===== src/rtl/qos_vc_scheduler_pkg.sv =====
`default_nettype none
// ============================================================================
//  Module   : qos_pkg
//  Brief    : Shared modes, sizes and FSM encoding for the QoS VC scheduler.
//  Revision : 1.0
// ============================================================================
package qos_pkg;

   localparam logic [1:0] MODE_STRICT = 2'b00;
   localparam logic [1:0] MODE_RR     = 2'b01;
   localparam logic [1:0] MODE_WRR    = 2'b10;

   localparam int NUM_VC   = 4;
   localparam int VCID_W   = 2;
   localparam int NUM_SLOT = 16;
   localparam int SLOT_W   = 4;
   localparam int TABLE_W  = NUM_SLOT * VCID_W;

   typedef enum logic [0:0] {
      ST_INIT = 1'b0,
      ST_RUN  = 1'b1
   } state_t;

   function automatic logic [NUM_VC-1:0] vc_onehot(input logic [VCID_W-1:0] id);
      logic [NUM_VC-1:0] v;
      v     = '0;
      v[id] = 1'b1;
      return v;
   endfunction

endpackage
`default_nettype wire


===== src/rtl/qos_vc_scheduler_if.sv =====
`default_nettype none
// ============================================================================
//  Module   : qos_vc_scheduler_if
//  Brief    : Config, VC FIFO status/pop and grant signals of the scheduler.
//  Revision : 1.0
// ============================================================================
interface qos_vc_scheduler_if;
   import qos_pkg::*;

   logic                set_init;
   logic [1:0]          sel;
   logic [TABLE_W-1:0]  slot_table;
   logic [NUM_VC-1:0]   vc_empty;
   logic                dest_pause;
   logic [NUM_VC-1:0]   pop;
   logic [VCID_W-1:0]   gnt_id;
   logic                gnt_valid;
   logic                idle;

   modport master (
      input  set_init, sel, slot_table, vc_empty, dest_pause,
      output pop, gnt_id, gnt_valid, idle
   );

   modport slave (
      output set_init, sel, slot_table, vc_empty, dest_pause,
      input  pop, gnt_id, gnt_valid, idle
   );

endinterface
`default_nettype wire


===== src/rtl/qos_vc_scheduler_rot_pick.sv =====
`default_nettype none
// ============================================================================
//  Module   : qos_rot_pick
//  Brief    : Rotating priority encoder: first set req bit at or after start.
//  Revision : 1.0
// ============================================================================
module qos_rot_pick #(
   parameter int N     = 4,
   parameter int IDX_W = $clog2(N)
) (
   input  wire logic [N-1:0]     req,
   input  wire logic [IDX_W-1:0] start,
   output logic                  found,
   output logic [IDX_W-1:0]      idx
);

   logic [IDX_W-1:0] cand;

   // N is a power of two, so the IDX_W-bit add wraps modulo N by itself.
   always_comb begin
      found = 1'b0;
      idx   = start;
      cand  = '0;
      for (int i = 0; i < N; i++) begin
         cand = start + IDX_W'(i);
         if (!found && req[cand]) begin
            found = 1'b1;
            idx   = cand;
         end
      end
   end

endmodule
`default_nettype wire


===== src/rtl/qos_vc_scheduler.sv =====
`default_nettype none
// ============================================================================
//  Module   : qos_vc_scheduler
//  Brief    : Pops one non-empty VC FIFO per cycle (strict / RR / weighted table).
//  Revision : 1.0
// ============================================================================
module qos_vc_scheduler
   import qos_pkg::*;
(
   input  wire logic           clk,
   input  wire logic           rst,
   qos_vc_scheduler_if.master  bus
);

   state_t              state_q, state_d;
   logic [1:0]          mode_q, mode_d;
   logic [TABLE_W-1:0]  table_q, table_d;
   logic [VCID_W-1:0]   rr_ptr_q, rr_ptr_d;
   logic [SLOT_W-1:0]   slot_ptr_q, slot_ptr_d;
   logic [VCID_W-1:0]   gnt_id_q, gnt_id_d;
   logic                gnt_valid_q, gnt_valid_d;

   logic [NUM_VC-1:0]   pop;
   logic                idle;
   logic [NUM_VC-1:0]   vc_req;
   logic [NUM_SLOT-1:0] slot_req;
   logic [VCID_W-1:0]   rr_start;
   logic                rr_found, wrr_found, strict_found, pick_found;
   logic [VCID_W-1:0]   rr_vc, wrr_vc, strict_vc, pick_vc;
   logic [SLOT_W-1:0]   wrr_slot;

   assign vc_req   = ~bus.vc_empty;
   assign rr_start = rr_ptr_q + VCID_W'(1);

   always_comb begin
      slot_req = '0;
      for (int s = 0; s < NUM_SLOT; s++) begin
         slot_req[s] = vc_req[table_q[s*VCID_W +: VCID_W]];
      end
   end

   qos_rot_pick #(.N(NUM_VC)) u_rr_pick (
      .req   (vc_req),
      .start (rr_start),
      .found (rr_found),
      .idx   (rr_vc)
   );

   qos_rot_pick #(.N(NUM_SLOT)) u_wrr_pick (
      .req   (slot_req),
      .start (slot_ptr_q),
      .found (wrr_found),
      .idx   (wrr_slot)
   );

   assign wrr_vc = table_q[wrr_slot*VCID_W +: VCID_W];

   always_comb begin
      strict_vc = '0;
      for (int i = NUM_VC - 1; i >= 0; i--) begin
         if (vc_req[i]) strict_vc = VCID_W'(i);
      end
   end
   assign strict_found = |vc_req;

   always_ff @(posedge clk) begin
      if (rst) begin
         state_q     <= ST_INIT;
         mode_q      <= MODE_STRICT;
         table_q     <= '0;
         rr_ptr_q    <= VCID_W'(NUM_VC - 1);
         slot_ptr_q  <= '0;
         gnt_id_q    <= '0;
         gnt_valid_q <= 1'b0;
      end else begin
         state_q     <= state_d;
         mode_q      <= mode_d;
         table_q     <= table_d;
         rr_ptr_q    <= rr_ptr_d;
         slot_ptr_q  <= slot_ptr_d;
         gnt_id_q    <= gnt_id_d;
         gnt_valid_q <= gnt_valid_d;
      end
   end

   always_comb begin
      state_d     = state_q;
      mode_d      = mode_q;
      table_d     = table_q;
      rr_ptr_d    = rr_ptr_q;
      slot_ptr_d  = slot_ptr_q;
      gnt_id_d    = gnt_id_q;
      gnt_valid_d = 1'b0;
      pop         = '0;
      idle        = (state_q == ST_RUN) && (&bus.vc_empty);

      case (mode_q)
         MODE_RR: begin
            pick_found = rr_found;
            pick_vc    = rr_vc;
         end
         MODE_WRR: begin
            pick_found = wrr_found;
            pick_vc    = wrr_vc;
         end
         default: begin
            pick_found = strict_found;
            pick_vc    = strict_vc;
         end
      endcase

      // Reset gates the pop combinationally so the FIFOs never see a pop while it is held.
      if (!rst && (state_q == ST_RUN) && !bus.dest_pause && !bus.set_init && pick_found) begin
         pop         = vc_onehot(pick_vc);
         gnt_valid_d = 1'b1;
         gnt_id_d    = pick_vc;
         if (mode_q == MODE_RR)  rr_ptr_d   = pick_vc;
         if (mode_q == MODE_WRR) slot_ptr_d = wrr_slot + SLOT_W'(1);
      end

      if (bus.set_init) begin
         state_d    = ST_RUN;
         mode_d     = bus.sel;
         table_d    = bus.slot_table;
         rr_ptr_d   = VCID_W'(NUM_VC - 1);
         slot_ptr_d = '0;
      end
   end

   assign bus.pop       = pop;
   assign bus.idle      = idle;
   assign bus.gnt_id    = gnt_id_q;
   assign bus.gnt_valid = gnt_valid_q;

endmodule
`default_nettype wire

===== src/flat_wrapper.sv =====
// flat-port wrapper written by rule: the top's interface ports become plain ports
module qos_vc_scheduler_flat import qos_pkg::*;
  (clk, rst, bus_set_init, bus_sel, bus_slot_table, bus_vc_empty, bus_dest_pause, bus_pop, bus_gnt_id, bus_gnt_valid, bus_idle);
  qos_vc_scheduler_if bus_i ();
  input  wire logic clk;
  input  wire logic rst;
  input wire logic [$bits(bus_i.set_init)-1:0] bus_set_init;
  input wire logic [$bits(bus_i.sel)-1:0] bus_sel;
  input wire logic [$bits(bus_i.slot_table)-1:0] bus_slot_table;
  input wire logic [$bits(bus_i.vc_empty)-1:0] bus_vc_empty;
  input wire logic [$bits(bus_i.dest_pause)-1:0] bus_dest_pause;
  output wire logic [$bits(bus_i.pop)-1:0] bus_pop;
  output wire logic [$bits(bus_i.gnt_id)-1:0] bus_gnt_id;
  output wire logic [$bits(bus_i.gnt_valid)-1:0] bus_gnt_valid;
  output wire logic [$bits(bus_i.idle)-1:0] bus_idle;
  assign bus_i.set_init = bus_set_init;
  assign bus_i.sel = bus_sel;
  assign bus_i.slot_table = bus_slot_table;
  assign bus_i.vc_empty = bus_vc_empty;
  assign bus_i.dest_pause = bus_dest_pause;
  assign bus_pop = bus_i.pop;
  assign bus_gnt_id = bus_i.gnt_id;
  assign bus_gnt_valid = bus_i.gnt_valid;
  assign bus_idle = bus_i.idle;
  qos_vc_scheduler u_core (.clk(clk), .rst(rst), .bus(bus_i));
endmodule

===== config.mk =====
export PLATFORM = sky130hd
export DESIGN_NAME = qos_vc_scheduler_flat
export DESIGN_NICKNAME = d
export VERILOG_FILES = /design/src/rtl/qos_vc_scheduler_pkg.sv /design/src/rtl/qos_vc_scheduler_if.sv /design/src/rtl/qos_vc_scheduler_rot_pick.sv /design/src/rtl/qos_vc_scheduler.sv /design/src/flat_wrapper.sv
export SDC_FILE = /design/constraint.sdc
export NUM_CORES = 1
export LEC_CHECK = 0
export CAP_MARGIN = 20
export CORE_UTILIZATION = 45
export CTS_CLUSTER_SIZE = 20
export DETAILED_ROUTE_END_ITERATION = 8
export MAX_ROUTING_LAYER = met4
export PLACE_DENSITY = 0.68
export SLEW_MARGIN = 20
export SYNTH_ARGS = -nofsm -noshare
export SYNTH_HDL_FRONTEND = slang
export SYNTH_SLANG_ARGS = --single-unit
export TNS_END_PERCENT = 30

===== constraint.sdc =====
create_clock -name clk -period 6.3 [get_ports clk]
set_clock_uncertainty 0.05 [all_clocks]
set_input_delay 0.945 -clock clk [delete_from_list [all_inputs] [get_ports clk]]
set_output_delay 0.945 -clock clk [all_outputs]
set_load 0.05 [all_outputs]

==> After elaboration in Yosys (flattened, before gate mapping) <==
Index checks and enable logic that the tools add are counted.
{ "word_totals": {"in_bits": 42, "out_inout_bits": 8, "ff_bits": 44, "word_cells": 239} }
{ "classes": {"n_reduce_logical": 50, "bitwise": 1, "n_eq_ne": 2, "magnitude_cmp": 38, "shift": 1, "n_addsub": 20, "mux": 120} }
{ "op_table": {"columns": ["op", "count"], "rows": [
  ["$lt A4 B5 Y1 const B", 16],
  ["$bmux W1 S4", 16],
  ["$mux W4", 16],
  ["$lt A2 B3 Y1 const B", 21],
  ["$mux W1", 58],
  ["$bmux W1 S2", 20],
  ["$add A4 B4 Y4 const B", 8],
  ["$shiftx A32 B6 Y2", 1],
  ["$logic_and A1 B1 Y1", 24],
  ["$logic_not A1 Y1", 21],
  ["$add A4 B3 Y4 const B", 4],
  ["$mux W2", 7],
  ["$add A4 B1 Y4 const B", 2],
  ["$add A4 B2 Y4 const B", 2],
  ["$add A2 B1 Y2 const B", 2],
  ["$add A2 B2 Y2 const B", 2],
  ["$not A4 Y4", 1],
  ["$pmux W2 S2", 1],
  ["$reduce_and A2 Y1", 2],
  ["$reduce_and A4 Y1", 1],
  ["$reduce_or A4 Y1", 1],
  ["$demux W1 S2", 1],
  ["$eq A2 B1 Y1 const B", 1],
  ["$eq A2 B2 Y1 const B", 1],
  ["3 further kinds", 3]
]} }

==> Logic depth before layout (Yosys ltp) <==
{ "logic_depth": {"word_depth": 58, "depth_mapped": 24, "depth_no_buf": 17} }

==> Cells and area by module <==
Synthesis repeated with hierarchy kept, for this count alone.
{ "unflattened": {"cells_unflattened": 524, "area_unflattened_um2": 4977.3} }
{ "modules_own_cells": {"columns": ["mod", "area_per_inst_um2", "cells_each", "seq_area_each_um2", "n_inst"], "rows": [
  ["qos_vc_scheduler", 2549.9, 254, 880.8, 1],
  ["qos_rot_pick (u_core.u_wrr_pick)", 2331.0, 254, 0.0, 1],
  ["qos_rot_pick (u_core.u_rr_pick)", 96.3, 16, 0.0, 1]
]} }

==> Worst setup path after synthesis <==
Ideal clock, no wire load.
{ "synth_path": {"path_kind": "reg-to-output", "start": "register u_core.slot_ptr_q[0]", "end": "output bus_pop[1]", "path_slack_ns": -1.173, "required_time_ns": 5.305, "path_stages_with_launch": 23, "arrival_time_ns": 6.478, "path_buffers": 6, "path_cell_list": "dfxtp_1 -> inv_1 -> clkbuf_1 -> clkbuf_1 -> ha_1 -> clkbuf_1 -> inv_1 -> buf_1 -> mux4_1 -> mux2i_1 -> a21oi_1 -> and4_4 -> and2_4 -> buf_6 -> a22oi_1 -> o211a_1 -> o21a_1 -> clkbuf_1 -> mux4_2 -> or3b_1 -> a311oi_2 -> nor2_1 -> nor3b_1"} }
{ "synth_via": {"elab_chain_len": 55, "word_cells_on_any_way": 118, "classes_between": "15 x add/sub; 2 x order compare; 1 x shift; 68 x mux; 32 x reduce/logical"} }
{ "synth_rtl": {"columns": ["item", "line_no", "source"], "rows": [
  ["start: declaration", "qos_vc_scheduler.sv:19", "logic [SLOT_W-1:0] slot_ptr_q, slot_ptr_d;"],
  ["start signal: assignment", "qos_vc_scheduler.sv:80", "slot_ptr_q <= slot_ptr_d;"],
  ["branches (longest 54 deep; another with $add A4 B1 Y4)", null, null],
  ["$mux W4 (*)", "qos_vc_scheduler.sv:113", "if (!rst && (state_q == ST_RUN) && !bus.dest_pause && !bus.set_init && pick_found) begin"],
  ["end: declaration", "flat_wrapper.sv:12", "output wire logic [$bits(bus_i.pop)-1:0] bus_pop;"]
]} }
Mark *: on every way between the ends. The select of a mux whose other input is x is not followed.

==> Worst setup path in the final report <==
{ "layout_path": {"start": "register u_core.slot_ptr_q[1]", "end": "output bus_pop[1]"} }
Same word-level chain as after synthesis.

==> key figures <==
Floorplanning
  • Core area: 0.01142 mm2
  • Number of cell rows: 39
  • DIE AREA: ~0.012 mm2
  • Vert. Die Dim: between 100 and 150 um
  • I/O pins: 50
  • Initial Util: between 40 and 50%
  • Die Wd: around 110 um

Drt
  • Routed vias: between 5000 and 6000
  • DR WL/cell: between 20 and 25 um
  • DRT antenna net count: 0
  • DR pass1 iterations: 6
  • DRC Markers: 0
  • Vias per inst: around 6.4
  • Final WL: 20030 um
  • DRT iter0 DRCs: 500

Cells and area
  • Fin area: 0.007380 mm2
  • Antenna diodes: 0
  • Layout fillers: slightly below 1000
  • Most frequent cells in the layout: buf_4 (142), nor2_1 (69), mux2i_1 (58)
  • Area Overhead vs Synth: 39.90%
  • Layout Nets: 836
  • Most common cell after layout, fill and taps aside: buf_4
  • Share of layout cells above drive strength 1: about a third

Synthesis
  • Top_reg_cell synth: dfxtp_1
  • Simple-gate share of the synthesized area: between 10% and 20%
  • #FFs+latches synth: 44
  • EDFF count, synth: 0
  • Mux cell area share after synthesis: 32.02%
  • Post-synthesis compound-gate area fraction: between 20% and 30%
  • Async SR Flop Fraction: 0%
  • Synth Warn #: 0
  • Cells after Synth: 616
  • Count of cell types in the netlist: 73
  • Cell taking the most area after synthesis: dfxtp_1
  • Syn nets: approximately 670
  • Mapped Area: 0.005275 mm2
  • Sequential-to-total area share from yosys stat: between 10% and 20%
  • Adder-cell share of the synthesized area: 2.372%
  • Synth top area share: between 10% and 20%
  • Largest cells by area after synthesis: dfxtp_1 (17%), mux2i_1 (11%), mux4_2 (11%), mux4_1 (7.0%), nor2_1 (5.1%)
  • XOR/XNOR Fraction of Synth Area: between 3 and 4%
  • Largest family of logic cells by synthesized area: multiplexers
  • Syn Area/Cell: ~8.6 um2

GRT
  • Total Routing Usage GR: approximately a third
  • First-pass GRT wire length: 31110 um
  • Initial antenna violation count: 0
  • Total grt overflow: 0
  • Via count of the first global-routing pass: between 5000 and 6000
  • Largest net degree at the start of global routing: 40

Hold path
  • Hold Crit Class: register to register

Place
  • PortBufs: 49
  • Routability cong.: between 0.9 and 1
  • DP HPWL: ~15000 um
  • Area after DPL: roughly 0.0068 mm2

STA
  • Max-slew violations: 0
  • Max Clock Freq: 0.1496 GHz
  • Fin crit period: between 6000 and 7000 ps
  • Tcrit/Tclk final: 106.1%
  • Final Hold Vio Count: 0
  • RSZ-0062 raised after global routing: true
  • Min setup slack post-route: -384.4 ps
  • Setup Viol. Count Final: 4
  • Worst-Margin Slew: approximately 1000 ps
  • Hold_ws: around 410 ps
  • Slew margin rel.: 30.61%

Clocking
  • CTS root buffer: clkbuf_16
  • Longest Clk Path Bufs: 2
  • Worst skew pair latency: roughly 290 ps
  • CTS Buf Count: 5
  • Worst-path clk slew: 60 ps
  • TritonCTS clock tree: done
  • Number of H-tree levels: 2
  • Clock tree sinks: 44

Setup path
  • Startpoint class of the critical path: register
  • CP Capture Type: output pin
  • Slowest CP cell: a2111oi_0
  • Crit Path Category: register to output pin
  • CP Data Arrival Time: approximately 5700 ps
  • Crit-path leading delay family: compound AO/OA/AOI/OAI gates
  • Bufs and invs on worst path: 6
  • Crit path largest cell delay: approximately 590 ps
  • CP Max Fanout: 12
  • Data required, critical path: between 5000 and 6000 ps
  • Crit path top cell by count: buf_4
  • Crit path cell chain: inv_2 > buf_4 > ha_1 > a21boi_0 > xnor2_1 > mux2i_1 > mux2i_1 > buf_4 > nand2_1 > a2111oi_0 > o32ai_1 > buf_4 > a221o_1 > o211ai_1 > buf_4 > or3b_4 > a311oi_4 > nor2_4 > nor3b_4 > buf_12

Power and ir drop
  • Leak: 0.003018 uW
  • PwrDens: 153.0 mW/mm2
  • IR drop worst, VDD: 0.0002063 V

Run status
  • Run status: finished with violations
  • Violated checks: setup timing

Flow run
  • # Max-Cap Violations: 0
## layout make-up
class                           instances  area, um2  share of cell area [%]
Sequential cell                        44      880.8                   11.94
Multi-Input combinational cell        504       4275                   57.93
Clock inverter                          2      38.79                  0.5256
Inverter                               25      93.84                   1.272
Timing Repair Buffer                  204       1773                   24.03
Clock buffer                            6      138.9                   1.882
Tap cell                              143      178.9                   2.425
## state kept, by name, indices dropped and copies added (netlist names)
| name | count |
|---|---|
| u_core.table_q | 32 |
| u_core.rr_ptr_q | 2 |
| u_core.bus.gnt_id | 2 |
| u_core.slot_ptr_q | 4 |
| u_core.mode_q | 2 |
| u_core.bus.gnt_valid | 1 |
| u_core.state_q | 1 |
## synth_stat cells (all sizes together) (4+ instances only)
master and count:
a2111oi 4, a211oi 6, a21oi 25, a221oi 5, a22oi 7, a311oi 7
a31oi 7, and2 8, and3 7, and4 4, buf 18, clkbuf 25
dfxtp 44, ha 10, inv 24, mux2 14, mux2i 60, mux4 39
nand2 52, nand2b 5, nand3 19, nand4 4, nor2 71, nor2b 8
nor3 13, o211ai 7, o21ai 21, o22ai 12, o31ai 7, or3b 4
xnor2 15, xor2 4
## cell families after synthesis
kind of cell	count (synthesis)
buffers and inverters	68
multiplexers	113
flip-flops	44
AND/OR/NAND/NOR	208
AO/OA/AOI/OAI	154
XOR/XNOR	19
adder cells (fa/ha/maj)	10
## routing by layer
| layer | wire [um] | GRT usage, % |
|---|---|---|
| met4 | 1241 | 20.21 |
| met2 | 10300 | 63.18 |
| met3 | 1093 | 3.175 |
| met1 | 7392 | 37.84 |
| met5 | 0 | - |
## through the flow
step	cells	TNS (ps)	util (%)	total power, uW	worst slack [ps]
floorplan	616	-681.2	-	559.5	-204.8
global placement	898	-3292	59.70	752.5	-887.5
detailed placement	898	-3563	59.70	757.9	-926.6
CTS	927	-710.6	64.20	1105	-208.7
global route	928	-2311	64.63	1176	-642.5
finish	928	-1354	64.63	1129	-384.4
## path summary, 6_finish.rpt
| check | from | to | slack, ps | cells past startpoint |
|---|---|---|---|---|
| setup / recovery | u_core.slot_ptr_q[1] | bus_pop[1] | -380 | 20 |
| hold / removal | u_core.bus.gnt_id[1] | u_core.bus.gnt_id[1] | 410 | 2 |
| setup reg to reg | u_core.slot_ptr_q[1] | u_core.rr_ptr_q[0] | 810 | 21 |
| hold reg to reg | u_core.bus.gnt_id[1] | u_core.bus.gnt_id[1] | 410 | 2 |
## repair_timing
action | 4_1_cts | 5_1_grt
buffers inserted | 19 | 1
gates cloned | 2 | 0
endpoints found under the setup margin | 4 | 4
pin swaps | 15 | 12
hold buffers | 0 | 0
resized for setup | 74 | 19
## power breakdown
part	internal [uW]	switching (uW)	leakage, uW
Sequential	292	23.2	0.000362
Combinational	268	236	0.00257
Clock	199	112	0.0000871
## worst register-to-register path, stage by stage, from the launching register on
cell       delay [ps]
dfxtp_1           350
inv_2              50
buf_4             200
ha_1              270
a21boi_0          150
xnor2_1           570
mux2i_1           220
mux2i_1           430
buf_4             210
nand2_1           110
a2111oi_0         590
o32ai_1           170
buf_4             160
a221o_1           280
o211ai_1          190
buf_4             200
or3b_4            390
a311oi_4          380
buf_4             180
buf_4              90
nor3_1             40
a31oi_1           170
Note: power is estimated with default switching activity, not from simulation.
